$ cat src/rtl/robber_pkg.sv
// Shared constants for the robber-language core and its output stage.
package robber_pkg;

  localparam int BYTE_W  = 8;
  localparam int COUNT_W = 16;
  localparam logic [COUNT_W-1:0] COUNT_MAX = 16'hFFFF;
  localparam logic [BYTE_W-1:0]  CHAR_O    = 8'h6F;

  // Counter increment that parks at COUNT_MAX instead of wrapping.
  function automatic logic [COUNT_W-1:0] sat_inc(input logic [COUNT_W-1:0] v);
    if (v == COUNT_MAX) begin
      return v;
    end else begin
      return v + 16'd1;
    end
  endfunction

endpackage

$ cat src/rtl/robber_fifo_ram.sv
// Register-array byte storage: one write port, one asynchronous read port.
// Entry 0 is cleared on reset so the head byte reads as zero afterwards.
module robber_fifo_ram
  import robber_pkg::*;
#(
  parameter int ADDR_BITS = 4
) (
  input  logic                 clk,
  input  logic                 reset_l,
  input  logic                 i_wr_en,
  input  logic [ADDR_BITS-1:0] i_wr_addr,
  input  logic [BYTE_W-1:0]    i_wr_data,
  input  logic [ADDR_BITS-1:0] i_rd_addr,
  output logic [BYTE_W-1:0]    o_rd_data
);

  localparam int DEPTH = 2 ** ADDR_BITS;

  logic [BYTE_W-1:0] r_mem [DEPTH];

  // Storage write; only entry 0 has a defined reset value.
  always_ff @(posedge clk) begin
    if (!reset_l) begin
      r_mem[0] <= 8'h00;
    end else if (i_wr_en) begin
      r_mem[i_wr_addr] <= i_wr_data;
    end else begin
      r_mem[0] <= r_mem[0];
    end
  end

  assign o_rd_data = r_mem[i_rd_addr];

endmodule

$ cat src/rtl/robber_output_fifo.sv
// Show-ahead output FIFO behind the robber core: buffers encode bursts,
// presents them on ready/valid, and reports fill, sticky overflow and a byte count.
module robber_output_fifo
  import robber_pkg::*;
#(
  parameter int ADDR_BITS = 4
) (
  input  logic                 clk,
  input  logic                 reset_l,
  input  logic [BYTE_W-1:0]    in_data,
  input  logic                 in_valid,
  input  logic                 flush,
  output logic [BYTE_W-1:0]    out_data,
  output logic                 out_valid,
  input  logic                 out_ready,
  output logic [ADDR_BITS:0]   fill_level,
  output logic                 overflow,
  output logic [COUNT_W-1:0]   byte_count
);

  localparam int DEPTH = 2 ** ADDR_BITS;
  localparam logic [ADDR_BITS:0]   FULL_LVL = (ADDR_BITS + 1)'(DEPTH);
  localparam logic [ADDR_BITS:0]   FILL_ONE = (ADDR_BITS + 1)'(1);
  localparam logic [ADDR_BITS-1:0] PTR_ONE  = ADDR_BITS'(1);

  logic [ADDR_BITS-1:0] r_wr_ptr;
  logic [ADDR_BITS-1:0] r_rd_ptr;
  logic [ADDR_BITS:0]   r_fill;
  logic                 r_overflow;
  logic [COUNT_W-1:0]   r_byte_count;
  logic                 w_rd;
  logic                 w_wr;

  // A read frees a slot in the same edge, so a full FIFO can still accept a byte.
  always_comb begin
    w_rd = 1'b0;
    w_wr = 1'b0;
    if (flush) begin
      w_rd = 1'b0;
      w_wr = 1'b0;
    end else begin
      w_rd = (r_fill != {(ADDR_BITS + 1){1'b0}}) && out_ready;
      w_wr = in_valid && ((r_fill < FULL_LVL) || w_rd);
    end
  end

  // Pointer, fill, overflow and counter state; flush clears like reset except memory.
  always_ff @(posedge clk) begin
    if (!reset_l || flush) begin
      r_wr_ptr     <= {ADDR_BITS{1'b0}};
      r_rd_ptr     <= {ADDR_BITS{1'b0}};
      r_fill       <= {(ADDR_BITS + 1){1'b0}};
      r_overflow   <= 1'b0;
      r_byte_count <= 16'h0000;
    end else begin
      if (w_wr) begin
        r_wr_ptr     <= r_wr_ptr + PTR_ONE;
        r_byte_count <= sat_inc(r_byte_count);
      end
      if (w_rd) begin
        r_rd_ptr <= r_rd_ptr + PTR_ONE;
      end
      case ({w_wr, w_rd})
        2'b10:   r_fill <= r_fill + FILL_ONE;
        2'b01:   r_fill <= r_fill - FILL_ONE;
        default: r_fill <= r_fill;
      endcase
      if (in_valid && !w_wr) begin
        r_overflow <= 1'b1;
      end
    end
  end

  robber_fifo_ram #(
    .ADDR_BITS (ADDR_BITS)
  ) u_ram (
    .clk       (clk),
    .reset_l   (reset_l),
    .i_wr_en   (w_wr),
    .i_wr_addr (r_wr_ptr),
    .i_wr_data (in_data),
    .i_rd_addr (r_rd_ptr),
    .o_rd_data (out_data)
  );

  assign out_valid  = (r_fill != {(ADDR_BITS + 1){1'b0}});
  assign fill_level = r_fill;
  assign overflow   = r_overflow;
  assign byte_count = r_byte_count;

endmodule

$ cat config.mk
export PLATFORM = sky130hd
export DESIGN_NAME = robber_output_fifo
export DESIGN_NICKNAME = d
export VERILOG_FILES = /design/src/rtl/robber_pkg.sv /design/src/rtl/robber_fifo_ram.sv /design/src/rtl/robber_output_fifo.sv
export SDC_FILE = /design/constraint.sdc
export NUM_CORES = 1
export LEC_CHECK = 0
export BUFFER_PORTS_ARGS = -buffer_cell sky130_fd_sc_hd__buf_2
export CELL_PAD_IN_SITES_DETAIL_PLACEMENT = 0
export CELL_PAD_IN_SITES_GLOBAL_PLACEMENT = 1
export CORE_MARGIN = 10
export CORE_UTILIZATION = 46
export DETAILED_ROUTE_END_ITERATION = 8
export GPL_TIMING_DRIVEN = 0
export PLACE_DENSITY = 0.8
export SLEW_MARGIN = 20
export SYNTH_ARGS = -nofsm -noshare
export SYNTH_HDL_FRONTEND = slang
export SYNTH_HIERARCHICAL = 1
export SYNTH_SLANG_ARGS = --single-unit
$ cat constraint.sdc
create_clock -name clk -period 2.62 [get_ports clk]
set_input_delay 0.524 -clock clk [delete_from_list [all_inputs] [get_ports clk]]
set_output_delay 0.524 -clock clk [all_outputs]
set_load 0.005 [all_outputs]
# Word-level counts from Yosys, hierarchy flattened
# Memories as Yosys holds them, arrays and structs flattened. A register that Yosys moved wholly into a read port is not among the register bits.
# Cells that the tools add are included.
[op_classes] addsub=5 n_lt_le_gt_ge=1 eq_ne=4 mux=16 bitwise_logic=2 reduce_logical=12
[ops] operator="$add A16 B1 Y16 const B" count=1
[ops] operator="$eq A16 B16 Y1 const B" count=1
[ops] operator="$mux W8" count=2
[ops] operator="$mux W4" count=3
[ops] operator="$mux W1" count=10
[ops] operator="$pmux W5 S2" count=1
[ops] operator="$add A4 B1 Y4 const B" count=2
[ops] operator="$reduce_or A8 Y1" count=1
[ops] operator="$add A5 B1 Y5 const B" count=1
[ops] operator="$lt A5 B5 Y1 const B" count=1
[ops] operator="$reduce_bool A5 Y1" count=1
[ops] operator="$sub A5 B1 Y5 const B" count=1
[ops] operator="$reduce_and A2 Y1" count=2
[ops] operator="$logic_and A1 B1 Y1" count=3
[ops] operator="$eq A2 B1 Y1 const B" count=1
[ops] operator="$eq A2 B2 Y1 const B" count=1
[ops] operator="$logic_not A1 Y1" count=2
[ops] operator="$logic_or A1 B1 Y1" count=2
[ops] operator="$reduce_bool A2 Y1" count=1
[ops] operator="$ne A0 B0 Y1" count=1
[ops] operator="$not A1 Y1" count=1
[ops] operator="$or A1 B1 Y1" count=1
[word_totals] reg_bits=30 ram_bits=128 inputBits=13 out_inout_bits=31 elab_cells=46 n_memories=1
[memory_table] name="u_ram.r_mem" depth=16 word_bits=8 read_ports=1 rd_ports_with_merged_regs=1 wr=1 line="robber_fifo_ram.sv:19" source="logic [BYTE_W-1:0] r_mem [DEPTH];"

# Longest topological paths before layout
[depth] word_depth=11 ltp_mapped=11 ltp_nobuf=10

# Modules after synthesis
# The synthesis kept the hierarchy.
[by_module_without_submodules] mod="robber_fifo_ram" n_inst=1 cells_per_inst=233 area_each_um2=5059.9 seq_area_each_um2=3843.7
[by_module_without_submodules] mod="robber_output_fifo" n_inst=1 cells_per_inst=203 area_each_um2=1654.1 seq_area_each_um2=600.6

# Worst setup path before layout
# No wires, ideal clock.
[synth_path] path_type="register -> register" start="register r_fill[1] (netlist: fill_level[1])" end="register r_fill[4] (netlist: fill_level[4])" setup_ns=0.079 arrival_time_ns=2.792 required_time_ns=2.541 setup_slack_ns=-0.251 path_stages_with_launch=12 path_buffers=1 synth_period_minus_slack_ns=2.871 path_cell_list="dfxtp_1 -> clkbuf_1 -> or3_1 -> o31ai_2 -> nor2_1 -> ha_1 -> xor2_1 -> ha_1 -> or4_1 -> nor4_1 -> a311oi_1 -> o211ai_1"
[synth_between] word_cells_on_any_way=13 classes_between="add/sub (2); order compare (1); eq/ne (2); mux (3); reduce/logical (5)"
[synth_rtl] element="start, declared" line="robber_output_fifo.sv:28" source="logic [ADDR_BITS:0] r_fill;"
[synth_rtl] element="start signal, assigned" line="robber_output_fifo.sv:52" source="r_fill <= {(ADDR_BITS + 1){1'b0}};"
[synth_rtl] element="start signal, assigned" line="robber_output_fifo.sv:64" source="2'b10: r_fill <= r_fill + FILL_ONE;"
[synth_rtl] element="start signal, assigned" line="robber_output_fifo.sv:65" source="2'b01: r_fill <= r_fill - FILL_ONE;"
[synth_rtl] element="$reduce_bool A5 Y1 (*)" line="robber_output_fifo.sv:42" source="w_rd = (r_fill != {(ADDR_BITS + 1){1'b0}}) && out_ready;"
[synth_rtl] element="$logic_and A1 B1 Y1 (*)" line="robber_output_fifo.sv:42"
[synth_rtl] element="$mux W1 (*)" line="robber_output_fifo.sv:38" source="if (flush) begin"
[synth_rtl] element="via w_rd" line="robber_output_fifo.sv:31" source="logic w_rd;"
[synth_rtl] element="$eq A2 B1 Y1 / $eq A2 B2 Y1 (equally long branches)" line="robber_output_fifo.sv:63" source="case ({w_wr, w_rd})"
[synth_rtl] element="$pmux W5 S2 / $reduce_bool A2 Y1 (equally long branches)"
# Mark *: on every way through the listed nets, which the timed path passes. The rest lies on a longest branch.
# A chain may end at the register's enable or synchronous reset.

==> impl_table.tex <==
\begin{tabular}{lr}
\hline
Metric & Value \\
\hline
\multicolumn{2}{l}{\textbf{Logic synthesis}} \\
Biggest area contributors in the synthesized netlist & edfxtp\_1 57\%, dfxtp\_1 8.9\%, mux4\_2 6.0\% \\
Share of the yosys chip area belonging to registers & 66.2\% \\
Count of distinct cell types in the synthesized netlist & 47 \\
Warning count from the yosys run & 6 \\
Post-synth top area share & 57.2\% \\
Number of flops mapped to enable cells by yosys & 128 \\
Synthesized netlist cell count & 436 \\
Post-Synthesis Cell Area & 6710 um\^{}2 \\
Ys async rst share & 0\% \\
Top cell type by total area after synthesis & edfxtp\_1 \\
Flip-flop and latch count after synthesis & 158 \\
Syn avg cell area & 15.4 um\^{}2 \\
Most instantiated flip-flop cell in the synthesis netlist & edfxtp\_1 \\
Synthesized Nets & 455 \\
\multicolumn{2}{l}{\textbf{Timing}} \\
Clock tree skew after final layout & 0.00630 ns \\
Slew at the pin closest to its max-slew limit & 0.864 ns \\
Final Cycle Share & 98.5\% \\
Max Freq & 0.388 GHz \\
PnR worst setup slack & 0.0406 ns \\
Max transition margin & 42.2\% \\
Final-report max-slew violation count & 0 \\
Setup repair after global routing missed its margin & true \\
Tmin final & 2.58 ns \\
Total setup violations reported at the end of the flow & 0 \\
Hold Fails Final Rpt & 0 \\
\multicolumn{2}{l}{\textbf{Critical path}} \\
Endpoint type of the worst setup path & output port \\
Type of element launching the critical path & flip-flop \\
Crit path required time & 2.10 ns \\
Data arrival time of the critical path & 2.06 ns \\
R2R cell count & 11 \\
Register-to-register setup slack & 0.04 ns \\
RR Endpoint & fill\_level[4] \\
Critical Path Fanout Max & 7 \\
CP Class & reg2out \\
R2r startpoint & fill\_level[1] \\
\multicolumn{2}{l}{\textbf{Clock network}} \\
Number of hold buffers added after CTS & 0 \\
H-tree depth & 4 \\
CTS Root Buffer Type & clkbuf\_16 \\
TritonCTS clock tree & yes \\
Cts bufs inserted & 17 \\
Clock network latency to the later pin of the worst-skew pair & 0.42 ns \\
Max Buffers Root-to-Sink & 2 \\
\# clock sinks & 158 \\
Clock Pin Slew Worst Setup and Hold Paths & 0.06 ns \\
\multicolumn{2}{l}{\textbf{Placement}} \\
Number of buffer cells added on primary ports & 43 \\
Detailed-placement wirelength estimate & 9960 um \\
Final Wtd Congestion & 0.825 \\
Worst slack at placement & -0.559 ns \\
Placed standard-cell area & 7240 um\^{}2 \\
\multicolumn{2}{l}{\textbf{Floorplan}} \\
Placeable core area & 14400 um\^{}2 \\
Die Span Y & 141 um \\
Total Die Area & 19800 um\^{}2 \\
Horizontal die dimension & 141 um \\
Placement row count & 44 \\
I/O pin count & 44 \\
Starting density of the core & 46.5\% \\
\multicolumn{2}{l}{\textbf{Worst hold path}} \\
Hold Crit Start & in\_valid \\
Hold-critical path endpoint & overflow \\
Hold/Removal Path Class & in2reg \\
Worst hold path cell count & 3 \\
\multicolumn{2}{l}{\textbf{Drt}} \\
Routed len/inst & 21.5 um \\
Post-route DRC & 0 \\
Initial DRC Count & 253 \\
Number of detailed-routing iterations run before antenna repair & 5 \\
WL final & 15200 um \\
Total vias in the final route & 4150 \\
Via-to-Cell Ratio & 5.89 \\
Number of antenna-violating nets in the routed design & 0 \\
\multicolumn{2}{l}{\textbf{Run status}} \\
Run status & complete, no violations \\
\multicolumn{2}{l}{\textbf{Finish}} \\
Final cell area excluding filler cells & 8040 um\^{}2 \\
Proportion of layout cells with a drive suffix above 1 & 30.1\% \\
Area grow syn2layout & 19.7\% \\
Antenna diode count & 0 \\
Final Net Count & 527 \\
\multicolumn{2}{l}{\textbf{Power and ir drop}} \\
Pwr/cell area & 652 nW/um\^{}2 \\
IR Drop Worst-Case VDD & 448 uV \\
Leakage power summed over all cells & 2.79 nW \\
Overall power & 5.24 mW \\
\multicolumn{2}{l}{\textbf{Run}} \\
Max Cap Violations & 0 \\
\multicolumn{2}{l}{\textbf{Global route}} \\
Busiest layer in global routing & met2 \\
GRT Util Overall & 15.3\% \\
Met1 global-route usage & 19.9\% \\
Met2 routing resource usage after global routing & 23.8\% \\
Number of antenna violations at the first check in global routing & 0 \\
Maximum number of pins on one net before global-route repair & 17 \\
Vias in the first global route & 4136 \\
Wire length of the first global-routing pass & 23300 um \\
Overflow left after global routing & 0 \\
Met3 capacity usage during global routing & 4.27\% \\
\hline
\end{tabular}
cell families after synthesis:
logic type	after synthesis	synth area share (%)
compound gates	62	6.35
xor+xnor	7	0.913
fa+ha+maj	6	1.12
simple gates	143	11.2
flops	158	66.2
mux	36	12.1
buf+inv	24	2.09
per-stage QoR:
step | setup TNS [ns] | util, % | std cells | hold WS (ns)
floorplan | -0.0159 | - | 436 | 0.460
global placement | -37.27 | 49.9 | 663 | 0.447
detailed placement | -24.89 | 50.2 | 666 | 0.458
CTS | -2.09 | 55.0 | 703 | 0.388
global route | -0.156 | 55.7 | 705 | 0.416
finish | 0 | 55.7 | 705 | 0.400
repair_timing:
| action | in CTS | in global routing |
|---|---|---|
| endpoints found under the setup margin | 42 | 50 |
| setup buffers | 4 | 2 |
| pin swaps | 3 | 8 |
| cloned | 1 | 1 |
| gates resized for setup | 37 | 19 |
Yosys cell counts, types with 2 or more instances:
library cell,instances
a211oi_1,3
a21oi_1,15
a22oi_1,16
a31oi_1,7
a41o_1,3
and2_1,3
and2b_1,2
and3_1,13
and4_1,4
buf_2,4
buf_6,3
clkbuf_1,8
clkdlybuf4s25_2,3
dfxtp_1,30
edfxtp_1,128
ha_1,6
inv_1,4
mux2i_1,4
mux4_1,14
mux4_2,18
nand2_1,28
nand2b_1,8
nand3_1,10
nand4_1,5
nand4b_1,2
nor2_1,29
nor2b_1,5
nor3_1,10
nor4_1,11
o21ai_0,6
o31ai_1,4
or3_1,5
or4_1,6
xnor2_1,2
xor2_1,5
where the power goes:
part           switching [mW]  leakage (nW)  total (mW)  internal, mW
Clock                   0.897         0.268        2.35          1.45
Combinational           0.102          1.05       0.170        0.0686
Sequential             0.0103          1.48        2.72          2.71
worst max-delay path: stages (launching register included):
cell	delay (ns)
dfxtp_2	0.35
buf_12	0.15
buf_12	0.14
mux4_2	0.55
a22oi_2	0.23
nand2_1	0.09
buf_2	0.13
worst max path at each step:
| stage | slack [ns] | from | to | cells past startpoint |
|---|---|---|---|---|
| 2_1_floorplan | -0.02 | fill_level[1] | fill_level[4] | 11 |
| 3_3_place_gp | -0.85 | flush | u_ram/r_mem[12][2] | 7 |
| 3_5_place_dp | -0.56 | flush | u_ram/r_mem[13][2] | 7 |
| 4_1_cts | -0.10 | fill_level[4] | u_ram/r_mem[13][6] | 6 |
| 5_1_grt | -0.06 | fill_level[1] | fill_level[4] | 11 |
| 6_report | 0.04 | r_rd_ptr[0] | out_data[1] | 6 |
metal layers:
layer  up-vias  wire (um)  part of all wire, %
li1       1907          -                    -
met1      2077       6730                   44
met2       143       7200                   47
met3        23        979                  6.5
met4         0        261                  1.7
met5         -          0                    0
registers in the layout (all words and copies together), names as in the netlist:
signal	count
r_wr_ptr	4
r_rd_ptr	4
fill_level	5
overflow	1
u_ram/r_mem	128
byte_count	16
layout by cell type, fill, tap and decap left out, types with 4 or more instances in the layout:
cell type and n:
or4_1 5, ha_1 4, xor2_1 5, nor3_1 7
clkbuf_16 18, a21oi_1 15, nor2b_1 5, nand2b_1 8
nand3_1 10, dfxtp_1 28, nor4_1 7, buf_2 45
nor2_1 25, buf_12 4, and4_1 4, nand4_1 5
or3_1 4, o21ai_0 6, mux4_2 30, buf_4 10
nor4_2 4, o31ai_1 4, inv_1 4, nand2_1 28
a31oi_1 7, edfxtp_1 128, mux2i_1 4, clkbuf_1 15
and3_1 11, a22oi_2 15
cell type report:
type                            instances  area [um^2]
Clock buffer                           29          490
Tap cell                              184          230
Buffer                                 19          174
Fill cell                            1145         6380
Sequential cell                       158         4450
Timing Repair Buffer                   54          345
Multi-Input combinational cell        254         2270
Clock inverter                          3         65.1
Inverter                                4         15.0
Power figures use the tool's default switching activity.
